### src/rtl/spi_paint_decoder.sv
// spi_paint_decoder: 3-wire SPI (mode 0, MSB first) paint-command receiver.
// Oversamples async sck/sdi/cs_n in the pixel clock domain and decodes 4-byte packets
// {2'b10, brush, color[2:0], x[9:8]}, x[7:0], {6'b0, y[9:8]}, y[7:0] into a pixel write.
//
// Ports:
//   clk       pixel clock, all state on rising edge
//   reset     asynchronous active-low reset
//   sck       SPI clock (async), sampled on its rising edge
//   sdi       SPI data (async), MSB first
//   cs_n      SPI chip select (async), active low
//   x, y      latched write column / row
//   brush     latched brush enable
//   newColor  latched colour code
//   ready     one-cycle strobe: outputs just updated with a valid packet
//   err       one-cycle strobe: packet rejected
module spi_paint_decoder #(
    parameter int unsigned H_ACTIVE    = 640,
    parameter int unsigned V_ACTIVE    = 480,
    parameter int unsigned SYNC_STAGES = 2
) (
    input  logic       clk,
    input  logic       reset,
    input  logic       sck,
    input  logic       sdi,
    input  logic       cs_n,
    output logic [9:0] x,
    output logic [9:0] y,
    output logic       brush,
    output logic [2:0] newColor,
    output logic       ready,
    output logic       err
);

    localparam logic [2:0] StIdle = 3'd0;
    localparam logic [2:0] StHdr  = 3'd1;
    localparam logic [2:0] StXlo  = 3'd2;
    localparam logic [2:0] StYhi  = 3'd3;
    localparam logic [2:0] StYlo  = 3'd4;
    localparam logic [2:0] StDrop = 3'd5;

    localparam logic [10:0] XLimit = 11'(H_ACTIVE);
    localparam logic [10:0] YLimit = 11'(V_ACTIVE);

    // Synchronisers
    logic [SYNC_STAGES-1:0] sck_sync_q, sdi_sync_q, csn_sync_q;
    logic                   sck_s, sdi_s, csn_s;
    logic                   sck_prev_q, csn_prev_q;

    always_ff @(posedge clk or negedge reset) begin
        if (!reset) begin
            sck_sync_q <= '0;
            sdi_sync_q <= '0;
            csn_sync_q <= '1;
            sck_prev_q <= 1'b0;
            csn_prev_q <= 1'b1;
        end else begin
            sck_sync_q <= {sck_sync_q[SYNC_STAGES-2:0], sck};
            sdi_sync_q <= {sdi_sync_q[SYNC_STAGES-2:0], sdi};
            csn_sync_q <= {csn_sync_q[SYNC_STAGES-2:0], cs_n};
            sck_prev_q <= sck_s;
            csn_prev_q <= csn_s;
        end
    end

    assign sck_s = sck_sync_q[SYNC_STAGES-1];
    assign sdi_s = sdi_sync_q[SYNC_STAGES-1];
    assign csn_s = csn_sync_q[SYNC_STAGES-1];

    // Decoder state
    logic [2:0] state_q, state_d;
    logic [2:0] bit_cnt_q, bit_cnt_d;
    logic [6:0] shift_q, shift_d;     // first seven bits of the byte in flight
    logic       hold_brush_q, hold_brush_d;
    logic [2:0] hold_color_q, hold_color_d;
    logic [1:0] hold_xhi_q, hold_xhi_d;
    logic [7:0] hold_xlo_q, hold_xlo_d;
    logic [1:0] hold_yhi_q, hold_yhi_d;
    logic [9:0] x_q, x_d, y_q, y_d;
    logic       brush_q, brush_d;
    logic [2:0] color_q, color_d;
    logic       ready_q, ready_d, err_q, err_d;

    logic       sck_rise, csn_fall, in_pkt, bit_en, byte_done;
    logic [7:0] rx_byte;
    logic [9:0] x_full, y_full;
    logic       xy_ok;

    assign sck_rise = sck_s & ~sck_prev_q;
    assign csn_fall = ~csn_s & csn_prev_q;
    assign in_pkt   = (state_q == StHdr) || (state_q == StXlo) ||
                      (state_q == StYhi) || (state_q == StYlo);
    // A cs_n rise seen on the same cycle as an sck rise wins: the bit is dropped.
    assign bit_en    = sck_rise & in_pkt & ~csn_s;
    assign byte_done = bit_en && (bit_cnt_q == 3'd7);
    assign rx_byte   = {shift_q, sdi_s};
    assign x_full    = {hold_xhi_q, hold_xlo_q};
    assign y_full    = {hold_yhi_q, rx_byte};
    assign xy_ok     = ({1'b0, x_full} < XLimit) && ({1'b0, y_full} < YLimit);

    always_comb begin
        state_d      = state_q;
        bit_cnt_d    = bit_cnt_q;
        shift_d      = shift_q;
        hold_brush_d = hold_brush_q;
        hold_color_d = hold_color_q;
        hold_xhi_d   = hold_xhi_q;
        hold_xlo_d   = hold_xlo_q;
        hold_yhi_d   = hold_yhi_q;
        x_d          = x_q;
        y_d          = y_q;
        brush_d      = brush_q;
        color_d      = color_q;
        ready_d      = 1'b0;
        err_d        = 1'b0;

        if (bit_en) begin
            shift_d   = rx_byte[6:0];
            bit_cnt_d = bit_cnt_q + 3'd1;   // wraps 7 -> 0 at byte completion
        end

        if (in_pkt && csn_s) begin
            // Frame ended mid-packet: silently discard everything partial.
            state_d   = StIdle;
            bit_cnt_d = 3'd0;
        end else begin
            case (state_q)
                StIdle: begin
                    if (csn_fall) begin
                        bit_cnt_d = 3'd0;
                        state_d   = StHdr;
                    end
                end
                StHdr: begin
                    if (byte_done) begin
                        if (rx_byte[7:6] == 2'b10) begin
                            hold_brush_d = rx_byte[5];
                            hold_color_d = rx_byte[4:2];
                            hold_xhi_d   = rx_byte[1:0];
                            state_d      = StXlo;
                        end else begin
                            err_d   = 1'b1;
                            state_d = StDrop;
                        end
                    end
                end
                StXlo: begin
                    if (byte_done) begin
                        hold_xlo_d = rx_byte;
                        state_d    = StYhi;
                    end
                end
                StYhi: begin
                    if (byte_done) begin
                        if (rx_byte[7:2] == 6'd0) begin
                            hold_yhi_d = rx_byte[1:0];
                            state_d    = StYlo;
                        end else begin
                            err_d   = 1'b1;
                            state_d = StDrop;
                        end
                    end
                end
                StYlo: begin
                    if (byte_done) begin
                        if (xy_ok) begin
                            x_d     = x_full;
                            y_d     = y_full;
                            brush_d = hold_brush_q;
                            color_d = hold_color_q;
                            ready_d = 1'b1;
                        end else begin
                            err_d = 1'b1;
                        end
                        state_d = StHdr;   // further packets may follow in this frame
                    end
                end
                StDrop: begin
                    if (csn_s) begin
                        state_d = StIdle;
                    end
                end
                default: begin
                    state_d   = StIdle;
                    bit_cnt_d = 3'd0;
                end
            endcase
        end
    end

    always_ff @(posedge clk or negedge reset) begin
        if (!reset) begin
            state_q      <= StIdle;
            bit_cnt_q    <= 3'd0;
            shift_q      <= 7'd0;
            hold_brush_q <= 1'b0;
            hold_color_q <= 3'd0;
            hold_xhi_q   <= 2'd0;
            hold_xlo_q   <= 8'd0;
            hold_yhi_q   <= 2'd0;
            x_q          <= 10'd0;
            y_q          <= 10'd0;
            brush_q      <= 1'b0;
            color_q      <= 3'd0;
            ready_q      <= 1'b0;
            err_q        <= 1'b0;
        end else begin
            state_q      <= state_d;
            bit_cnt_q    <= bit_cnt_d;
            shift_q      <= shift_d;
            hold_brush_q <= hold_brush_d;
            hold_color_q <= hold_color_d;
            hold_xhi_q   <= hold_xhi_d;
            hold_xlo_q   <= hold_xlo_d;
            hold_yhi_q   <= hold_yhi_d;
            x_q          <= x_d;
            y_q          <= y_d;
            brush_q      <= brush_d;
            color_q      <= color_d;
            ready_q      <= ready_d;
            err_q        <= err_d;
        end
    end

    assign x        = x_q;
    assign y        = y_q;
    assign brush    = brush_q;
    assign newColor = color_q;
    assign ready    = ready_q;
    assign err      = err_q;

endmodule

### config.mk
export PLATFORM = sky130hd
export DESIGN_NAME = spi_paint_decoder
export DESIGN_NICKNAME = d
export VERILOG_FILES = /design/src/rtl/spi_paint_decoder.sv
export SDC_FILE = /design/constraint.sdc
export NUM_CORES = 1
export LEC_CHECK = 0
export CAP_MARGIN = 30
export CORE_MARGIN = 2
export CORE_UTILIZATION = 30
export CTS_CLUSTER_DIAMETER = 50
export DETAILED_ROUTE_END_ITERATION = 10
export GPL_ROUTABILITY_DRIVEN = 1
export PLACE_DENSITY = 0.47
export SKIP_LAST_GASP = 1
export SLEW_MARGIN = 10
export SYNTH_ARGS = -nofsm -noshare
export SYNTH_HDL_FRONTEND = slang
export SYNTH_SLANG_ARGS = --single-unit
### constraint.sdc
create_clock -name clk -period 1.88 [get_ports clk]
set_clock_uncertainty 0.15 [all_clocks]
set_input_delay 0.564 -clock clk [delete_from_list [all_inputs] [get_ports clk]]
set_output_delay 0.564 -clock clk [all_outputs]
set_load 0.05 [all_outputs]
; ---- Yosys cells after proc, flatten, opt, wreduce, memory -nomap -nowiden
; Cells that the tools add are included.
; W data, S select, Z words.
[totals]
regBits = 63
latch_bits = 0
ram_bits = 0
rom_bits = 0
inputBits = 5
out_inout_bits = 26
wordCells = 82
n_memories = 0
[classes]
add_sub_neg = 1
multipliers = 0
div_mod_pow = 0
n_lt_le_gt_ge = 2
n_eq_ne = 13
shifts = 0
n_mux = 26
bitwise_logic = 7
reduce_logical = 14
[op_table]
columns = operator, count
row1 = $mux W3, 11
row2 = $pmux W3 S6, 1
row3 = $mux W1, 12
row4 = $ne A3 B2 Y1 const B, 4
row5 = $reduce_and A4 Y1, 3
row6 = $lt A10 B10 Y1 const B, 1
row7 = $lt A10 B9 Y1 const B, 1
row8 = $eq A3 B3 Y1 const B, 3
row9 = $eq A3 B2 Y1 const B, 2
row10 = $logic_not A6 Y1, 1
row11 = $ne A3 B3 Y1 const B, 2
row12 = $pmux W3 S2, 1
row13 = $reduce_and A6 Y1, 1
row14 = $reduce_or A5 Y1, 1
row15 = $and A1 B1 Y1, 4
row16 = $add A3 B1 Y3 const B, 1
row17 = $eq A3 B1 Y1 const B, 1
row18 = $logic_and A1 B1 Y1, 3
row19 = $logic_not A3 Y1, 1
row20 = $logic_or A1 B1 Y1, 3
row21 = $not A1 Y1, 3
row22 = $pmux W1 S3, 1
row23 = $reduce_and A3 Y1, 1
row24 = $eq A2 B2 Y1 const B, 1

; ---- Logic depth before layout (Yosys ltp)
; Gate-level depths: netlist (run 1).
[depth]
depth_word = 10
depth_mapped = 7
ltp_nobuf = 6

; ---- Worst setup path after synthesis (run 1)
; Ideal clock, no wire load.
[synth_timing]
path_kind = flip-flop to flip-flop
startpoint = register bit_cnt_q[0]
endpoint = register color_q[0] (netlist: newColor[0])
setup_time_ns = 0.125
arrival_ns = 1.761
required_ns = 1.605
slack_ns = -0.156
stages_incl_launch_ff = 8
n_path_buf = 2
period_less_slack_ns = 2.036
cell_sequence = dfrtp_1 ha_1 ha_1 nand4bb_1 or3_1 buf_6 buf_12 mux2_4
[synth_between]
elab_chain_len = 3
[synth_rtl]
columns = element, line_no
row1 = from (decl), 71  ; logic [2:0] bit_cnt_q, bit_cnt_d;
row2 = from (signal assigned), 208  ; bit_cnt_q <= bit_cnt_d;
row3 = $eq A3 B3 Y1, 94  ; assign byte_done = bit_en && (bit_cnt_q == 3'd7);
row4 = $logic_and A1 B1 Y1, 94
row5 = $reduce_and A4 Y1 (no line), n/a
row6 = to (signal assigned), 218  ; color_q <= color_d;
row7 = to (decl), 80  ; logic [2:0] color_q, color_d;
; Every way passes these cells.
; A chain may end at the register's enable or synchronous reset.

; ---- Worst setup path in the final report (run 1)
[layout_timing]
startpoint = register bit_cnt_q[1]
endpoint = register color_q[0] (netlist: newColor[0])
; Same word-level chain as after synthesis.

==> out/summary.txt, run 1 <==
Tmin final - 1.930 ns
Initial Util - 30.56%
Finished Layout Cells - 351
Max_slew headroom - 67.21%
Vias - 1547
Starting DRT DRC Count - 40
Mapped Cells - 174
WL met2 - 2319 um
# diodes - 0
Final wirelength - 4902 um
Clock Latency Late Sink - 0.34 ns
FF-to-FF Start - bit_cnt_q[1]
DRC Markers - 0
Maxcap violations - 0
Failing checks - negative setup slack
Final Util - 44.38%
Max incr delay on CP - 0.37 ns
Post-synth top area cell - dfrtp_1
Critical Path RT - 1.95 ns
Max Root-Sink Buffers - 2
Fin. max-slew vios - 0
Largest net degree at the start of global routing - 23
Area grow syn2layout - 45.21%
Crit path cell chain - ha_2 -> ha_4 -> nand4bb_4 -> or3_4 -> buf_12 -> mux2_4
Crit end category - register
Setup slack, reg-to-reg - -0.05 ns
Fin crit share - 102.6%
Yosys warnings - 0
Sequential-to-total area share from yosys stat - 60.17%
Hold Path Class - in -> async
Cell Count Post-Placement - 334
Die width - 97.57 um
Core footprint - 8593 um^2
Global-route wire length before repair - 8169 um
Startpoint Class - register
Final #Nets - 246
Synth top area share - 57.17%
Wirelength per Cell - 13.97 um
Hpwl dp - 3557 um
Met1 WL - 2296 um
Max Clock Freq - 518.2 MHz
WS Path Type - reg -> reg
I/O Pins - 31
Pwr Total - 2.657 mW
Share of cells above drive strength 1 - 57.20%
Capturing point of the worst reg2reg path - newColor[0]
Die area - 9519 um^2
Peak fanout along the critical path - 19
Cts hold-fix bufs - 0
Cell family with most CP delay - simple AND/OR/NAND/NOR gates
Die height - 97.57 um
Final setup fails - 18
Post-route ant nets - 0
CTS tree - built
CP bufs+invs - 1
Yosys reg bits - 63
Initial antenna violation count - 0
Pre-Repair DR Iteration Count - 4
Most frequent cells in the layout - dfrtp_1, buf_12, buf_4, mux2_4, mux2_2
Cell Rows - 34
RSZ-0062 raised after global routing - true
Total track usage - 11.10%
Global placement routability congestion - 0.8329
Final Hold Fails - 0
GRT Residual Overflow - 0
CTS sink cnt - 63
Vias in the first global route - 1570
Final setup margin - -0.04969 ns
Most common cell after layout, fill and taps aside - dfrtp_1
Status - complete, but fails checks
Critical Path AT - 2.00 ns
FF-to-FF path depth - 6
Met3 routed WL - 206 um
VDD IR-drop max - 297.3 uV
Via density - 4.407
Pwr Density - 696.6 nW/um^2
Net Count, Synth - 181
TritonCTS buffer count - 9
Port Buf Inserts - 30
CTS Root Cell - clkbuf_8
Synth cell types - 34
H-tree Lvls - 3
Place WS - -0.1206 ns
Syn avg cell area - 15.09 um^2
Clk pin slew, worst setup/hold paths - 0.07 ns
Worst Max-Slew Pin Slew - 0.4919 ns
Largest cells by area after synthesis - dfrtp_1, mux2_4, mux2_2, dfstp_2, mux2_1
Slowest cell on the critical path - or3_4
Leak Pwr - 1.880 nW
Top layer in use - met4
Cell area after synthesis - 2626 um^2
==> cell families (layout without fill, tap and decap cells) <==
family          count (synthesis)  after routing  synth area share (%)
compound gates                 12             12                 3.097
fa+ha+maj                       2              2                0.9527
simple gates                   37             37                 8.766
flops                          63             63                 60.17
mux                            49             49                 23.44
buf+inv                        10             79                 3.239
xor+xnor                        1              1                0.3336
==> cell type report <==
cell class                 instances  area [um^2]
fill                             785         4780
sequential                        63         1584
multi-input combinational        101         1060
timing repair buffer              63        848.3
clock buffer                      12        165.2
tap                              108        135.1
clock inverter                     3        17.52
inverter                           1        3.754
==> worst max-delay path by stage <==
stage	startpoint	end	slack [ns]	cells after the start
after floorplan	bit_cnt_q[0]	newColor[0]	-0.1	7
after global placement	bit_cnt_q[0]	x[8]	-0.1	6
after detailed placement	bit_cnt_q[1]	brush	-0.12	6
after CTS	bit_cnt_q[1]	newColor[0]	-0.1	6
after global routing	bit_cnt_q[1]	y[4]	-0.11	6
final	bit_cnt_q[1]	newColor[0]	-0.05	6
==> power by group <==
group | switching (mW) | leakage (nW) | internal, mW | total (mW)
clock network | 0.496 | 0.0942 | 0.574 | 1.07
logic | 0.0718 | 0.937 | 0.0734 | 0.145
registers | 0.0469 | 0.849 | 1.39 | 1.44
total | 0.615 | 1.88 | 2.04 | 2.66
==> per-stage QoR <==
step | TNS [ns] | area, um^2 | hold slack (ns)
floorplan | -1.736 | 2648 | 0.1184
global placement | -2.258 | 3527 | 0.1818
detailed placement | -2.646 | 3527 | 0.1870
CTS | -1.720 | 3740 | 0.03303
global route | -2.553 | 3814 | 0.05431
finish | -0.7598 | 3814 | 0.03632
==> worst register-to-register path, cell delays in order (launching register included) <==
cell and delay, ns:
dfrtp_1 0.35, ha_2 0.19, ha_4 0.16, nand4bb_4 0.12, or3_4 0.37, buf_12 0.18
mux2_4 0.30
==> timing repair <==
| item | 4_1_cts | 5_1_grt |
|---|---|---|
| gates cloned | 0 | 0 |
| pin swaps | 0 | 2 |
| gates resized for setup | 4 | 16 |
| buffers inserted | 2 | 0 |
| endpoints found under the setup margin | 30 | 48 |
==> registers in the layout (all words and copies together) (netlist names), 3 cells and up <==
signal,flops
x,10
y,10
hold_xlo_q,8
shift_q,7
bit_cnt_q,3
hold_color_q,3
newColor,3
state_q,3
==> Yosys cell counts (all sizes together) <==
| library cell | number |
|---|---|
| nand4 | 1 |
| nand2 | 8 |
| a41oi | 1 |
| nor4 | 2 |
| dfstp | 3 |
| a21oi | 3 |
| nor2b | 4 |
| o311ai | 1 |
| clkbuf | 1 |
| nor4b | 1 |
| a2111oi | 1 |
| mux2i | 3 |
| dfrtp | 60 |
| and2 | 2 |
| nor3b | 1 |
| xnor2 | 1 |
| or3 | 1 |
| ha | 2 |
| o21a | 1 |
| and4bb | 1 |
| nor3 | 3 |
| nand2b | 2 |
| mux2 | 46 |
| buf | 8 |
| nand4bb | 1 |
| nor2 | 8 |
| inv | 1 |
| nand3 | 2 |
| o21ai | 5 |
==> metal layers <==
metal | GRT usage, % | vias to the layer above
met5 | 0 | -
met4 | 4.487 | 0
met2 | 17.14 | 33
met1 | 14.34 | 762
li1 | - | 743
met3 | 3.741 | 9
Note: power is estimated with default switching activity, not from simulation.
==> run 2: changes to the inputs <==
--- a/config.mk
+++ b/config.mk
@@ -11,7 +11,7 @@
 export CTS_CLUSTER_DIAMETER = 50
 export DETAILED_ROUTE_END_ITERATION = 10
 export GPL_ROUTABILITY_DRIVEN = 1
-export PLACE_DENSITY = 0.47
+export PLACE_DENSITY = 0.49
 export SKIP_LAST_GASP = 1
 export SLEW_MARGIN = 10
 export SYNTH_ARGS = -nofsm -noshare
==> constraint.sdc (replaced) <==
create_clock -name clk -period 2.2 [get_ports clk]
set_clock_uncertainty 0.15 [all_clocks]
set_input_delay 0.66 -clock clk [delete_from_list [all_inputs] [get_ports clk]]
set_output_delay 0.66 -clock clk [all_outputs]
set_load 0.05 [all_outputs]
==> run 2 against run 1 <==
- sequential power down 15%
- first-iteration DRC count up 38%
- critical path type unchanged
- cell count down 6.6%
- core utilization down 7.1 points
- the flow now finishes without violations
==> out/summary.txt, run 2 (synthesis gave the netlist of run 1 again) <==
Largest net degree at the start of global routing - 54 (+130%)
Crit end category - register
Vias in the first global route - 1510 (-3.8%)
Fin. max-slew vios - 0 (unchanged)
Post-route ant nets - 0 (unchanged)
Peak fanout along the critical path - 25 (+6)
Final setup margin - 0.1360 ns (+0.1857 ns)
Most frequent cells in the layout - dfrtp_1, buf_4, mux2_2, mux2_4, clkbuf_8
Final #Nets - 222 (-9.8%)
Internal - 1.752 mW (-14%)
Final wirelength - 4671 um (-4.7%)
Min Hold Slack - 0.03534 ns (-0.0009847 ns)
Die width - 97.57 um (unchanged)
Status - complete, no violations
Starting DRT DRC Count - 55 (+38%)
Max Root-Sink Buffers - 2 (unchanged)
Comb pwr share - 4.1% (-1.4 points)
Startpoint Class - register
Grt met1 use - 14.92% (+0.58 points)
Initial Util - 30.56% (unchanged)
Worst Max-Slew Pin Slew - 0.7189 ns (+0.2270 ns)
WS Path Type - reg -> reg
Pwr Density - 716.8 nW/um^2 (+2.9%)
Global placement routability congestion - 0.7975 (-4.3%)
Critical Path AT - 2.14 ns (+0.14 ns)
TritonCTS buffer count - 9 (unchanged)
Most common cell after layout, fill and taps aside - dfrtp_1
# diodes - 0 (unchanged)
I/O Pins - 31 (unchanged)
Via density - 4.442 (+0.79%)
VDD IR-drop max - 316.5 uV (+6.5%)
Max Clock Freq - 484.5 MHz (-6.5%)
CTS sink cnt - 63 (unchanged)
Area grow syn2layout - 21.82%
Top Usage Layer GRT - met2
Global-route wire length before repair - 8114 um (-0.67%)
Tmin final - 2.064 ns (+0.1343 ns)
Flop pwr share - 53.8% (-0.4 points)
Max_slew headroom - 51.47% (-16 points)
Switching power - 0.5412 mW (-12%)
Pre-Repair DR Iteration Count - 4 (unchanged)
Total track usage - 11.02% (-0.081 points)
Die area - 9519 um^2 (unchanged)
Switching Share - 23.60% (+0.46 points)
Clock power share - 42.1% (+1.8 points)
Finished Layout Cells - 328 (-6.6%)
Maxcap violations - 0 (unchanged)
Leak Pwr - 1.649 nW (-12%)
Vias - 1457 (-5.8%)
Global-route met2 utilization - 15.23% (-1.9 points)
Core footprint - 8593 um^2 (unchanged)
Hold Path Class - in -> async
Initial antenna violation count - 0 (unchanged)
GRT Residual Overflow - 0 (unchanged)
Setup TNS - 0 ns (+0.7598 ns)
RSZ-0062 raised after global routing - false
Fin crit share - 93.82% (-8.8 points)
Clk pin slew, worst setup/hold paths - 0.07 ns (about the same)
Final Hold Fails - 0 (unchanged)
Final setup fails - 0 (-18)
CTS tree - built
Port Buf Inserts - 30 (unchanged)
H-tree Lvls - 3 (unchanged)
DRC Markers - 0 (unchanged)
FF/Latch Area - 1580 um^2 (-0.24%)
Place WS - 0.04869 ns (+0.1693 ns)
Wirelength per Cell - 14.24 um (+2.0%)
Fill cell count - 859 (+9.4%)
Cell Count Post-Placement - 312 (-6.6%)
CTS Root Cell - clkbuf_8
Critical Path RT - 2.28 ns (+0.33 ns)
Cell Rows - 34 (unchanged)
Die height - 97.57 um (unchanged)
Footprint of the multi-input gates - 968.4 um^2 (-8.6%)
Share of cells above drive strength 1 - 45.45% (-12 points)
Setup slack, reg-to-reg - 0.14 ns (+0.19 ns)
Met3 Usage GRT - 5.036% (+1.3 points)
Clock Latency Late Sink - 0.34 ns (about the same)
Hpwl dp - 3078 um (-13%)
[run 2: changes by cell type in the layout (fill, tap and decap cells not counted), moves of 2 or more]
cell and delta:
buf_12 -27, mux2_1 +6, mux2_4 -6, buf_4 +5, clkbuf_8 -3, dfrtp_1 +3
dfrtp_2 -3, buf_6 -2, ha_1 +2, nand2b_1 +2, nand2b_4 -2
[run 2: cell type report]
cell class                 instances  area share (%)
clock buffer                      10           3.989
sequential                        63           49.39
timing repair buffer              39           10.09
clock inverter                     6           1.916
tap                              108           4.224
inverter                           1          0.1173
multi-input combinational        101           30.27
[run 2: per-layer routing]
layer / share of wire (%) / wire [um]
met1: 49 / 2267
met2: 44 / 2065
met3: 5.8 / 269
met4: 1.5 / 68
met5: 0 / 0
[run 2: power by group through the flow]
stage / clock [mW] / sequential (mW) / combinational, mW
floorplan: 0 / 1.24 / 0.0525
global placement: 0 / 1.26 / 0.0943
detailed placement: 0 / 1.26 / 0.0955
CTS: 1.01 / 1.24 / 0.0961
global route: 1.06 / 1.24 / 0.106
finish: 0.966 / 1.23 / 0.0930
[run 2: worst paths after layout]
path | cells after the start | start | endpoint
max in group asynchronous | 2 | reset | csn_sync_q[0]
setup reg to reg | 6 | bit_cnt_q[0] | y[0]
setup / recovery | 6 | bit_cnt_q[0] | y[0]
hold reg to reg | 0 | sck_sync_q[0] | sck_sync_q[1]
min in group clk | 0 | sck_sync_q[0] | sck_sync_q[1]
hold / removal | 1 | reset | brush
[run 2: repair_timing]
action	in CTS	in global routing
setup endpoints to repair	0	6
resized for setup	0	2
setup buffers	0	0
hold buffers	0	0
endpoints found under the hold margin	0	0
[run 2: worst max-delay path, stage by stage (launching register included)]
cell       delay, ns
dfrtp_1         0.38
ha_1            0.16
ha_1            0.20
nand4bb_1       0.16
or3_1           0.38
buf_12          0.19
mux2_4          0.31
[run 2: through the flow]
step | cell area, um^2 | util [%] | power (mW)
after global routing | 3199 | 37.23 | 2.408
after detailed placement | 3003 | 34.94 | 1.354
after floorplan | 2626 | - | 1.289
final | 3199 | 37.23 | 2.293
after CTS | 3192 | 37.14 | 2.342
after global placement | 3003 | 34.94 | 1.353
